===== src/rtl/seq_chunk_adder_if.sv =====
// Start/done handshake bundle for the chunked adder/subtractor.
// The datapath side is the master; the adder is the slave.
interface seq_chunk_adder_if #(
    parameter int WIDTH = 32
);
    logic             start;
    logic             sub;
    logic             cin;
    logic [WIDTH-1:0] in1;
    logic [WIDTH-1:0] in2;
    logic [WIDTH-1:0] out;
    logic             carry;
    logic             overflow;
    logic             zero;
    logic             busy;
    logic             done;

    modport master (
        output start, sub, cin, in1, in2,
        input  out, carry, overflow, zero, busy, done
    );

    modport slave (
        input  start, sub, cin, in1, in2,
        output out, carry, overflow, zero, busy, done
    );
endinterface


===== src/rtl/seq_chunk_adder.sv =====
// Multi-cycle adder/subtractor: a CHUNK-bit core processes one slice per clock,
// with the carry rippling between slices through a register.
module seq_chunk_adder #(
    parameter int WIDTH = 32,
    parameter int CHUNK = 8
) (
    input logic          clk,
    input logic          reset,
    seq_chunk_adder_if.slave bus
);
    localparam int N  = WIDTH / CHUNK;
    localparam int KW = (N > 1) ? $clog2(N) : 1;
    localparam logic [KW-1:0] KLAST = KW'(N - 1);

    typedef enum logic {IDLE, RUN} state_t;

    state_t           state;
    state_t           state_next;
    logic [WIDTH-1:0] a;
    logic [WIDTH-1:0] b;
    logic [WIDTH-1:0] acc;
    logic [WIDTH-1:0] acc_next;
    logic             c;
    logic [KW-1:0]    k;
    logic [CHUNK:0]   chunk_sum;
    logic             last;

    logic [WIDTH-1:0] out_r;
    logic             carry_r;
    logic             overflow_r;
    logic             zero_r;
    logic             busy_r;
    logic             done_r;

    // Narrow core: one slice of A plus the matching slice of the effective B.
    always_comb begin
        chunk_sum = {1'b0, a[k*CHUNK +: CHUNK]} + {1'b0, b[k*CHUNK +: CHUNK]}
                  + {{CHUNK{1'b0}}, c};
        acc_next = acc;
        acc_next[k*CHUNK +: CHUNK] = chunk_sum[CHUNK-1:0];
        last = (k == KLAST);
    end

    always_comb begin
        state_next = state;
        case (state)
            IDLE:    if (bus.start) state_next = RUN;
            RUN:     if (last)      state_next = IDLE;
            default: state_next = IDLE;
        endcase
    end

    always_ff @(posedge clk) begin
        if (reset) state <= IDLE;
        else       state <= state_next;
    end

    // Subtraction is folded into the operand latch as A + ~B + ~borrow.
    always_ff @(posedge clk) begin
        if (reset) begin
            a          <= '0;
            b          <= '0;
            acc        <= '0;
            c          <= 1'b0;
            k          <= '0;
            out_r      <= '0;
            carry_r    <= 1'b0;
            overflow_r <= 1'b0;
            zero_r     <= 1'b0;
            busy_r     <= 1'b0;
            done_r     <= 1'b0;
        end else begin
            done_r <= 1'b0;
            if (state == IDLE) begin
                if (bus.start) begin
                    a      <= bus.in1;
                    b      <= bus.sub ? ~bus.in2 : bus.in2;
                    c      <= bus.sub ? ~bus.cin : bus.cin;
                    acc    <= '0;
                    k      <= '0;
                    busy_r <= 1'b1;
                end
            end else begin
                acc <= acc_next;
                c   <= chunk_sum[CHUNK];
                k   <= k + 1'b1;
                if (last) begin
                    busy_r     <= 1'b0;
                    done_r     <= 1'b1;
                    out_r      <= acc_next;
                    carry_r    <= chunk_sum[CHUNK];
                    overflow_r <= (a[WIDTH-1] == b[WIDTH-1]) &&
                                  (acc_next[WIDTH-1] != a[WIDTH-1]);
                    zero_r     <= (acc_next == '0);
                end
            end
        end
    end

    assign bus.out      = out_r;
    assign bus.carry    = carry_r;
    assign bus.overflow = overflow_r;
    assign bus.zero     = zero_r;
    assign bus.busy     = busy_r;
    assign bus.done     = done_r;
endmodule


===== src/flat_wrapper.sv =====
// flat-port wrapper written by rule: the top's interface ports become plain ports
module seq_chunk_adder_flat 
#(
    parameter int WIDTH = 32,
    parameter int CHUNK = 8
)
  (clk, reset, bus_start, bus_sub, bus_cin, bus_in1, bus_in2, bus_out, bus_carry, bus_overflow, bus_zero, bus_busy, bus_done);
  seq_chunk_adder_if #(.WIDTH(WIDTH)) bus_i ();
  input logic clk;
  input logic reset;
  input wire logic [$bits(bus_i.start)-1:0] bus_start;
  input wire logic [$bits(bus_i.sub)-1:0] bus_sub;
  input wire logic [$bits(bus_i.cin)-1:0] bus_cin;
  input wire logic [$bits(bus_i.in1)-1:0] bus_in1;
  input wire logic [$bits(bus_i.in2)-1:0] bus_in2;
  output wire logic [$bits(bus_i.out)-1:0] bus_out;
  output wire logic [$bits(bus_i.carry)-1:0] bus_carry;
  output wire logic [$bits(bus_i.overflow)-1:0] bus_overflow;
  output wire logic [$bits(bus_i.zero)-1:0] bus_zero;
  output wire logic [$bits(bus_i.busy)-1:0] bus_busy;
  output wire logic [$bits(bus_i.done)-1:0] bus_done;
  assign bus_i.start = bus_start;
  assign bus_i.sub = bus_sub;
  assign bus_i.cin = bus_cin;
  assign bus_i.in1 = bus_in1;
  assign bus_i.in2 = bus_in2;
  assign bus_out = bus_i.out;
  assign bus_carry = bus_i.carry;
  assign bus_overflow = bus_i.overflow;
  assign bus_zero = bus_i.zero;
  assign bus_busy = bus_i.busy;
  assign bus_done = bus_i.done;
  seq_chunk_adder #(.WIDTH(WIDTH), .CHUNK(CHUNK)) u_core (.clk(clk), .reset(reset), .bus(bus_i));
endmodule

===== config.mk =====
export PLATFORM = sky130hd
export DESIGN_NAME = seq_chunk_adder_flat
export DESIGN_NICKNAME = d
export VERILOG_FILES = /design/src/rtl/seq_chunk_adder_if.sv /design/src/rtl/seq_chunk_adder.sv /design/src/flat_wrapper.sv
export SDC_FILE = /design/constraint.sdc
export NUM_CORES = 1
export LEC_CHECK = 0
export BUFFER_PORTS_ARGS = -buffer_cell sky130_fd_sc_hd__buf_2
export CORE_MARGIN = 4
export CORE_UTILIZATION = 51
export DETAILED_ROUTE_END_ITERATION = 12
export HOLD_SLACK_MARGIN = 0.05
export PLACE_DENSITY = 0.84
export SYNTH_ARGS = -nofsm -noshare
export SYNTH_HDL_FRONTEND = slang
export SYNTH_SLANG_ARGS = --single-unit

===== constraint.sdc =====
create_clock -name clk -period 3.7 [get_ports clk]
set_input_delay 0.185 -clock clk [delete_from_list [all_inputs] [get_ports clk]]
set_output_delay 0.185 -clock clk [all_outputs]
set_load 0.02 [all_outputs]

Yosys cells after proc, flatten, opt, wreduce, memory -nomap -nowiden
Cells that the tools add are included.
Cells by class
  $add $sub $neg: 4
  eq/ne operators: 4
  shifts and indexed selects: 4
  muxes and demuxes: 16
  bitwise logic cells: 3
  reductions and logical operators: 7
Operators with widths (number)
  $mux W32: 3
  $shiftx A32 B6 Y8: 2
  $neg A5 Y34: 1
  $shift A8 B34 Y32 const A: 1
  $shiftx A8 B34 Y32: 1
  $bwmux W32: 1
  $logic_not A32 Y1: 1
  $not A32 Y32: 1
  $add A8 B8 Y9: 1
  $add A9 B1 Y9: 1
  $mux W1: 9
  $reduce_and A2 Y1: 3
  $mux W2: 2
  $add A2 B1 Y2 const B: 1
  $eq A2 B2 Y1 const B: 1
  $ne A2 B2 Y1 const B: 1
  $not A1 Y1: 2
  $pmux W1 S2: 1
  $reduce_bool A2 Y1: 1
  $reduce_or A2 Y1: 1
  $eq A1 B1 Y1: 1
  $logic_and A1 B1 Y1: 1
  $ne A1 B1 Y1: 1
Storage, ports and cells
  register bits: 137
  bits of input ports: 69
  output and inout bits: 37

Logic depth before layout (Yosys ltp)
Gate-level depths: netlist of run 1.
  depth after elaboration: 7
  gate-level depth with buffers: 11
  mapped depth without buffers: 10

Worst setup path after synthesis of run 1
Ideal clock, no wire load.
  kind: register to register
  start point: register u_core.k[0]
  end point: register u_core.zero_r, in the netlist u_core.bus.zero
  arrival: 3.898 ns
  data required time: 3.640 ns
  slack: -0.258 ns
  stages on the path, launching flop included: 12
  buffers on the path: 2
  clock period less this slack: 3.958 ns
  path through: dfxtp_1 -> buf_2 -> buf_1 -> mux4_2 -> ha_1 -> xor2_1 -> a22oi_1 -> nand3_1 -> or4_1 -> or4_1 -> nor3_1 -> a32o_2
On the way
  word-level cells in the longest chain between the ends: 6
  elaborated cells between the ends (all ways): 11
  those cells by class: 3 x add/sub; 1 x eq/ne; 4 x shift; 1 x mux; 2 x reduce/logical
Ends and longest elaborated chain
  start: declaration: line seq_chunk_adder.sv:24  | logic [KW-1:0] k;
  start signal: assignment: line seq_chunk_adder.sv:86  | k <= k + 1'b1;
  $shiftx A32 B6 Y8: line seq_chunk_adder.sv:37  | chunk_sum = {1'b0, a[k*CHUNK +: CHUNK]} + {1'b0, b[k*CHUNK +: CHUNK]}
  $add A8 B8 Y9: line seq_chunk_adder.sv:37
  $add A9 B1 Y9: line seq_chunk_adder.sv:38  | + {{CHUNK{1'b0}}, c};
  $shiftx A8 B34 Y32: line seq_chunk_adder.sv:40  | acc_next[k*CHUNK +: CHUNK] = chunk_sum[CHUNK-1:0];
  $bwmux W32: line seq_chunk_adder.sv:40
  $logic_not A32 Y1: line seq_chunk_adder.sv:94  | zero_r <= (acc_next == '0);
  end signal: assignment: line seq_chunk_adder.sv:94
  end: declaration: line seq_chunk_adder.sv:31  | logic zero_r;
Parallel ways exist; a longest one is shown, timed or not.
A chain may end at the register's enable or synchronous reset.

Final worst setup path of run 1
Ends and elaborated chain as after synthesis.

==> results.tsv, run 1 <==
metric	value	unit
fill_cells	879	
fin_skew	8.84	ps
initial_core_util	53.0	%
path_max_fanout	4	
regArea	0.00274	mm^2
synth_fp_nets	781	
max_slew_margin	32.3	%
timing.final.crit_share	97.2	%
cts-root-buf	clkbuf_16	
ios	106	
fin_nets	913	
layout_common_cells	dfxtp_1, buf_2, nand2_1	
powerDensity	490	mW/mm^2
ys_warn_count	0	
clock-sinks	137	
start_kind	flip-flop	
grt_pass1_vias	5593	
synth_top_family_by_area	compound AO/OA/AOI/OAI gates	
yosysTopAreaCell	dfxtp_1	
antenna_found_initial	0	
coreArea	0.0116	mm^2
synth.avg_cell_area	8.83	um^2
die_w	118	um
synthFlopType	dfxtp_1	
hold_class	in2reg	
ant_nets	0	
final_core_util	67.5	%
instances_no_fill	984	
ir_worst_vdd	0.369	mV
synthSimpleGateAreaFrac	15.6	%
post_drt_wl_per_cell	17.7	um
grt_use_total	25.3	%
antenna-diode-count	0	
rsz0062_at_grt	false	
drt-initial-drc-count	360	
leakage	3.20	nW
synth_mux_area_share	6.02	%
post_cts_buffers	0	
portBuffers	105	
htreeDepth	4	
crit_path_end_kind	flip-flop	
vias	5708	
grt_pass1_wl	28.3	mm
status	complete, no violations	
synth-compound-area-share	20.4	%
ys_types	55	
die_area	0.0139	mm^2
final-setup-viol-count	0	
remaining_drc_errors	0	
arrival	3970	ps
clock_latency	430	ps
final_common_cell	dfxtp_1	
cts_tree	done	
async_flop_share	0	%
fp.dieH	118	um
clock.fmax	278	MHz
cts_made_buffers	17	
yosys.area_share.xor_xnor	5.83	%
drive_above_1_share	21.3	%
synth_seq_cells	137	
dp.cells	915	
min_period	3600	ps
synth_edf_count	0	
synth_top_area_share	44.6	%
crit_type	reg2reg	
path_clk_slew	60	ps
finalMaxSlewViolations	0	
area_growth	27.3	%
via_per_inst	5.80	
hold_violations	0	
ys_top_cells_by_area	dfxtp_1, nand2_1, mux4_2, xnor2_1, nor2_1	
grt_max_degree	99	
dp_hpwl	11.4	mm
yosysSeqAreaShare	44.6	%
synth_fa_ha_area_share	3.29	%
drt_pass1_iterations	7	
num_rows	39	
cts_buffer_depth	2	
drv_cap	0	
worstPathRequired	4070	ps
routed_wl	17.5	mm
worstMarginPinSlew	1010	ps
multi_input_area	0.00317	mm^2
place.gp.congestion	0.988	
grt-ovfl-total	0	
synth_area	0.00616	mm^2
setup_tns	0	ps
syn_inst	697	
path summary, 6_finish.rpt:
kind | start | end | slack, ps | depth (start not counted)
worst max-delay path | u_core.k[0]$_SDFFE_PP0P_ | u_core.bus.zero$_SDFFE_PP0P_ | 100 | 10
worst min-delay path | bus_in2[2] | u_core.b[2]$_SDFFE_PP0P_ | 60 | 3
worst max register to register | u_core.k[0]$_SDFFE_PP0P_ | u_core.bus.zero$_SDFFE_PP0P_ | 100 | 10
worst min register to register | u_core.bus.out[10]$_SDFFE_PP0P_ | u_core.bus.out[10]$_SDFFE_PP0P_ | 440 | 2
cell families (layout without fill, tap and decap cells):
group	Yosys count	after routing
and+or+nand+nor	226	226
DFF	137	137
AOI/OAI and AO/OA	194	194
buffers and inverters	67	211
muxes	17	17
adders and majority gates	15	15
xor gates and xnor gates	41	41
flip-flops by register name, summed over array words and instances (netlist names):
name / flops
u_core.state: 1
u_core.bus.done: 1
u_core.bus.zero: 1
u_core.a: 32
u_core.bus.carry: 1
u_core.bus.out: 32
u_core.bus.overflow: 1
u_core.k: 2
u_core.b: 32
u_core.bus.busy: 1
u_core.acc: 32
u_core.c: 1
per-layer routing:
metal  GRT usage, %  wire, um  up-vias
met5              0         0        -
met3           6.97      1230       58
met1           29.5      6860     2658
met2           43.4      8740      261
li1               -         -     2731
met4           11.5       625        0
critical path, stage by stage (launching register included):
cell and delay (ps):
dfxtp_2 370, mux4_2 530, fa_1 450, fa_1 430, xor2_1 250, a22oi_4 210, nand3_1 90, or4_1 380
or4_1 480, nor3_1 170, a32o_2 180
power by group:
group | switching [mW] | total (mW) | leakage, nW | internal (mW)
clock network | 0.647 | 1.76 | 0.296 | 1.11
registers | 0.0360 | 1.57 | 1.12 | 1.53
logic | 0.294 | 0.512 | 1.79 | 0.218
total | 0.977 | 3.84 | 3.20 | 2.86
layout make-up:
| type | count | area share, % |
|---|---|---|
| clock buffers | 21 | 6.01 |
| repair buffers | 163 | 13.6 |
| inverters | 17 | 0.815 |
| clock inverters | 10 | 1.80 |
| flip-flops and latches | 137 | 35.0 |
| well taps | 143 | 2.28 |
| multi-input cells | 493 | 40.4 |
synthesized netlist by cell type, types with 7 or more instances:
| cell | instances |
|---|---|
| dfxtp_1 | 137 |
| nand2_1 | 98 |
| nor2_1 | 83 |
| a21oi_1 | 57 |
| a211oi_1 | 36 |
| xnor2_1 | 36 |
| o21ai_0 | 33 |
| clkbuf_1 | 31 |
| mux4_2 | 16 |
| a22o_1 | 15 |
| buf_1 | 15 |
| inv_1 | 15 |
| a22oi_1 | 13 |
| ha_1 | 13 |
| a31oi_1 | 12 |
| nor3_1 | 11 |
| o22ai_1 | 7 |
what timing repair did:
action,CTS,global route
setup endpoints to repair,0,1
hold endpoints to repair,38,0
hold buffers,38,0
resized for setup,0,1
per-stage QoR:
stage	hold WS, ps	power (mW)	area, um^2	setup WS [ps]
final	61.5	3.84	7830	104
after global routing	76.1	3.98	7830	6.01
after CTS	51.3	3.83	7830	84.6
after detailed placement	430	2.06	6840	94.0
after global placement	429	2.05	6840	156
after floorplan	321	1.91	6160	55.4
Power figures use the tool's default switching activity.
==> run 2: changes to the inputs <==
--- a/config.mk
+++ b/config.mk
@@ -5,12 +5,13 @@
 export SDC_FILE = /design/constraint.sdc
 export NUM_CORES = 1
 export LEC_CHECK = 0
+export ABC_AREA = 1
 export BUFFER_PORTS_ARGS = -buffer_cell sky130_fd_sc_hd__buf_2
 export CORE_MARGIN = 4
-export CORE_UTILIZATION = 51
+export CORE_UTILIZATION = 55
 export DETAILED_ROUTE_END_ITERATION = 12
 export HOLD_SLACK_MARGIN = 0.05
-export PLACE_DENSITY = 0.84
+export PLACE_DENSITY = 0.86
 export SYNTH_ARGS = -nofsm -noshare
 export SYNTH_HDL_FRONTEND = slang
 export SYNTH_SLANG_ARGS = --single-unit
==> constraint.sdc (replaced) <==
create_clock -name clk -period 4.2 [get_ports clk]
set_input_delay 0.21 -clock clk [delete_from_list [all_inputs] [get_ports clk]]
set_output_delay 0.21 -clock clk [all_outputs]
set_load 0.02 [all_outputs]
==> run 2 against run 1 <==
  * Setup slack better by 600 ps
  * Wire length is 6.4% higher
  * Clock skew is 2.7 ps lower
  * Area after synthesis is 2.7% higher
  * Fmax is 2.7% higher
  * Non-clock buffer count fell by 18
  * Power decreased by 6.3%
  * Hold slack got worse by 6.1 ps
  * Register-to-register slack improved by 600 ps
  * Die area down 4.4%
  * Count of clock-buffer cells in the layout up 1
  * Critical path depth is 8 higher
  * Critical path type unchanged
==> results.tsv, run 2 <==
metric	value	unit	change
synth_fp_nets	951		was 781
instances_no_fill	1131		was 984
hold_violations	0		unchanged
grt-ovfl-total	0		unchanged
start_kind	flip-flop		unchanged
ys_warn_count	0		unchanged
synth.most_common_cell	nand2_1		was dfxtp_1
path_max_fanout	20		was 4
remaining_drc_errors	0		unchanged
antenna-diode-count	0		unchanged
syn_inst	867		was 697
cp_common_cell	nand2_1		
timing.final.crit_share	83.3	%	was 97.2%
grt_pass1_vias	6094		was 5593
worstPathRequired	4570	ps	was 4070 ps
r2r_setup_slack	700	ps	was 100 ps
area_growth	24.0	%	was 27.3%
synth.avg_cell_area	7.29	um^2	was 8.83 um^2
drv_cap	0		unchanged
synth_area	0.00632	mm^2	was 0.00616 mm^2
grt_use_total	29.0	%	was 25.3%
post_cts_buffers	0		unchanged
yosysSeqAreaShare	43.4	%	was 44.6%
hold_class	in2reg		unchanged
ys_top_cells_by_area	dfxtp_1, nand2_1, o21ai_0, nor2_1, a21oi_1		was dfxtp_1, nand2_1, mux4_2, xnor2_1, nor2_1
portBuffers	105		unchanged
finish.instance_area	0.00784	mm^2	was 0.00783 mm^2
crit_type	reg2reg		unchanged
clock-sinks	137		unchanged
finalMaxSlewViolations	0		unchanged
clock.fmax	286	MHz	was 278 MHz
via_per_inst	5.70		was 5.80
ir_worst_vdd	0.329	mV	was 0.369 mV
num_rows	38		was 39
die_area	0.0133	mm^2	was 0.0139 mm^2
die_w	115	um	was 118 um
layout_common_cells	nand2_1, dfxtp_1, nor2_1		was dfxtp_1, buf_2, nand2_1
drt-initial-drc-count	711		was 360
drive_above_1_share	15.8	%	was 21.3%
powerDensity	459	mW/mm^2	was 490 mW/mm^2
slowest_delay	650	ps	was 530 ps
leakage	3.51	nW	was 3.20 nW
fin_nets	1062		was 913
grt_max_degree	74		was 99
placed_cell_area	0.00690	mm^2	was 0.00684 mm^2
htreeDepth	4		unchanged
setup_tns	0	ps	unchanged
fill_cells	879		unchanged
status	complete, no violations		unchanged
cts-root-buf	clkbuf_16		unchanged
grt_pass1_wl	30.1	mm	was 28.3 mm
antenna_found_initial	0		unchanged
drt_pass1_iterations	6		was 7
synth_edf_count	0		unchanged
clock_latency	430	ps	about the same
cts_buffer_depth	2		unchanged
dp.cells	1069		was 915
vias	6443		was 5708
post_drt_wl_per_cell	16.4	um	was 17.7 um
max_slew_margin	29.5	%	was 32.3%
final-setup-viol-count	0		unchanged
place.gp.congestion	0.930		was 0.988
cp_cell_sequence	inv_2 > o21ai_0 > o22ai_1 > fa_1 > fa_1 > nand2_1 > nand2_1 > nand3b_1 > nand3_1 > nand3_1 > nand2_1 > nor2_1 > nand2_1 > inv_1 > nand2_1 > nor2_1 > nand3_1 > nand2_1		was mux4_2 > fa_1 > fa_1 > xor2_1 > a22oi_4 > nand3_1 > or4_1 > or4_1 > nor3_1 > a32o_2
synth_top_area_share	43.4	%	was 44.6%
fp.dieH	115	um	was 118 um
synth_seq_cells	137		unchanged
dp_hpwl	11.9	mm	was 11.4 mm
path_clk_slew	60	ps	about the same
yosysTopAreaCell	dfxtp_1		unchanged
ys_types	32		was 55
fin_skew	6.10	ps	was 8.84 ps
routed_wl	18.6	mm	was 17.5 mm
ios	106		unchanged
arrival	3870	ps	was 3970 ps
synth_common_cells	nand2_1, dfxtp_1, nor2_1		was dfxtp_1, nand2_1, nor2_1
ant_nets	0		unchanged
synthFlopType	dfxtp_1		unchanged
coreArea	0.0110	mm^2	was 0.0116 mm^2
cts_made_buffers	17		unchanged
async_flop_share	0	%	unchanged
initial_core_util	57.3	%	was 53.0%
crit_path_end_kind	flip-flop		unchanged
cts_tree	done		unchanged
worstMarginPinSlew	1060	ps	was 1010 ps
final_common_cell	nand2_1		was dfxtp_1
rsz0062_at_grt	false		unchanged
min_period	3500	ps	was 3600 ps
crit_path_top_delay_cell	dfxtp_1		was mux4_2
[run 2: changes by cell type after synthesis, sizes merged, moves of 10 or more]
cell | previous run | this run
o21ai | 34 | 121
nand2 | 98 | 174
a21oi | 57 | 70
nor3 | 11 | 0
nand3 | 5 | 24
a31oi | 12 | 2
a22oi | 14 | 1
o22ai | 7 | 17
mux4 | 16 | 0
a211oi | 36 | 0
nor2 | 83 | 133
inv | 16 | 49
[run 2: report_power, final]
group	internal, mW	total [mW]	switching (mW)	leakage (nW)
registers	1.36	1.40	0.0422	1.12
clock network	1.04	1.61	0.564	0.307
logic	0.203	0.591	0.388	2.08
total	2.61	3.60	0.994	3.51
[run 2: layout make-up]
class                           count  area (um^2)  area share (%)
Sequential cell                   137         2740            35.0
Clock inverter                     10          166            2.12
Tap cell                          140          175            2.23
Multi-Input combinational cell    628         3190            40.7
Timing Repair Buffer              145          901            11.5
Inverter                           49          186            2.38
Clock buffer                       22          474            6.05
[run 2: worst paths after layout]
kind,start,end,depth (start not counted)
max,u_core.k[0]$_SDFFE_PP0P_,u_core.bus.zero$_SDFFE_PP0P_,18
min,bus_in1[3],u_core.a[3]$_SDFFE_PP0P_,3
max reg2reg,u_core.k[0]$_SDFFE_PP0P_,u_core.bus.zero$_SDFFE_PP0P_,18
min reg2reg,u_core.bus.out[21]$_SDFFE_PP0P_,u_core.bus.out[21]$_SDFFE_PP0P_,2
[run 2: what timing repair did]
action	4_1_cts	5_1_grt
hold endpoints to repair	30	0
gates resized for setup	0	0
hold buffers	30	0
setup endpoints to repair	0	0
[run 2: critical path, delay by kind of cell (launching register included)]
family,cells,cell delay (ps)
compound gates,2,330
buf+inv,2,340
flops,1,650
fa+ha+maj,2,900
simple gates,12,1210
[run 2: per-stage QoR]
stage / utilization, % / hold WS, ps / worst slack, ps / total power, mW
after floorplan: - / 345 / 1310 / 1.80
after global routing: 71.1 / 66.3 / 360 / 3.73
after detailed placement: 62.5 / 439 / 768 / 1.97
after global placement: 62.5 / 433 / 871 / 1.96
after CTS: 71.1 / 51.9 / 741 / 3.58
final: 71.1 / 55.4 / 700 / 3.60
[run 2: kinds of logic after synthesis]
family          share of synthesized area, %
compound gates                          20.4
simple gates                            21.9
flops                                   43.4
buf+inv                                 6.43
xor+xnor                                4.71
fa+ha+maj                               3.21
[run 2: metal layers]
metal | GRT usage (%) | wire [um] | vias to the layer above
met5 | 0 | 0 | -
met4 | 15.0 | 932 | 0
met3 | 6.79 | 1430 | 90
met2 | 46.7 | 8560 | 353
met1 | 36.2 | 7650 | 2914
li1 | - | - | 3086
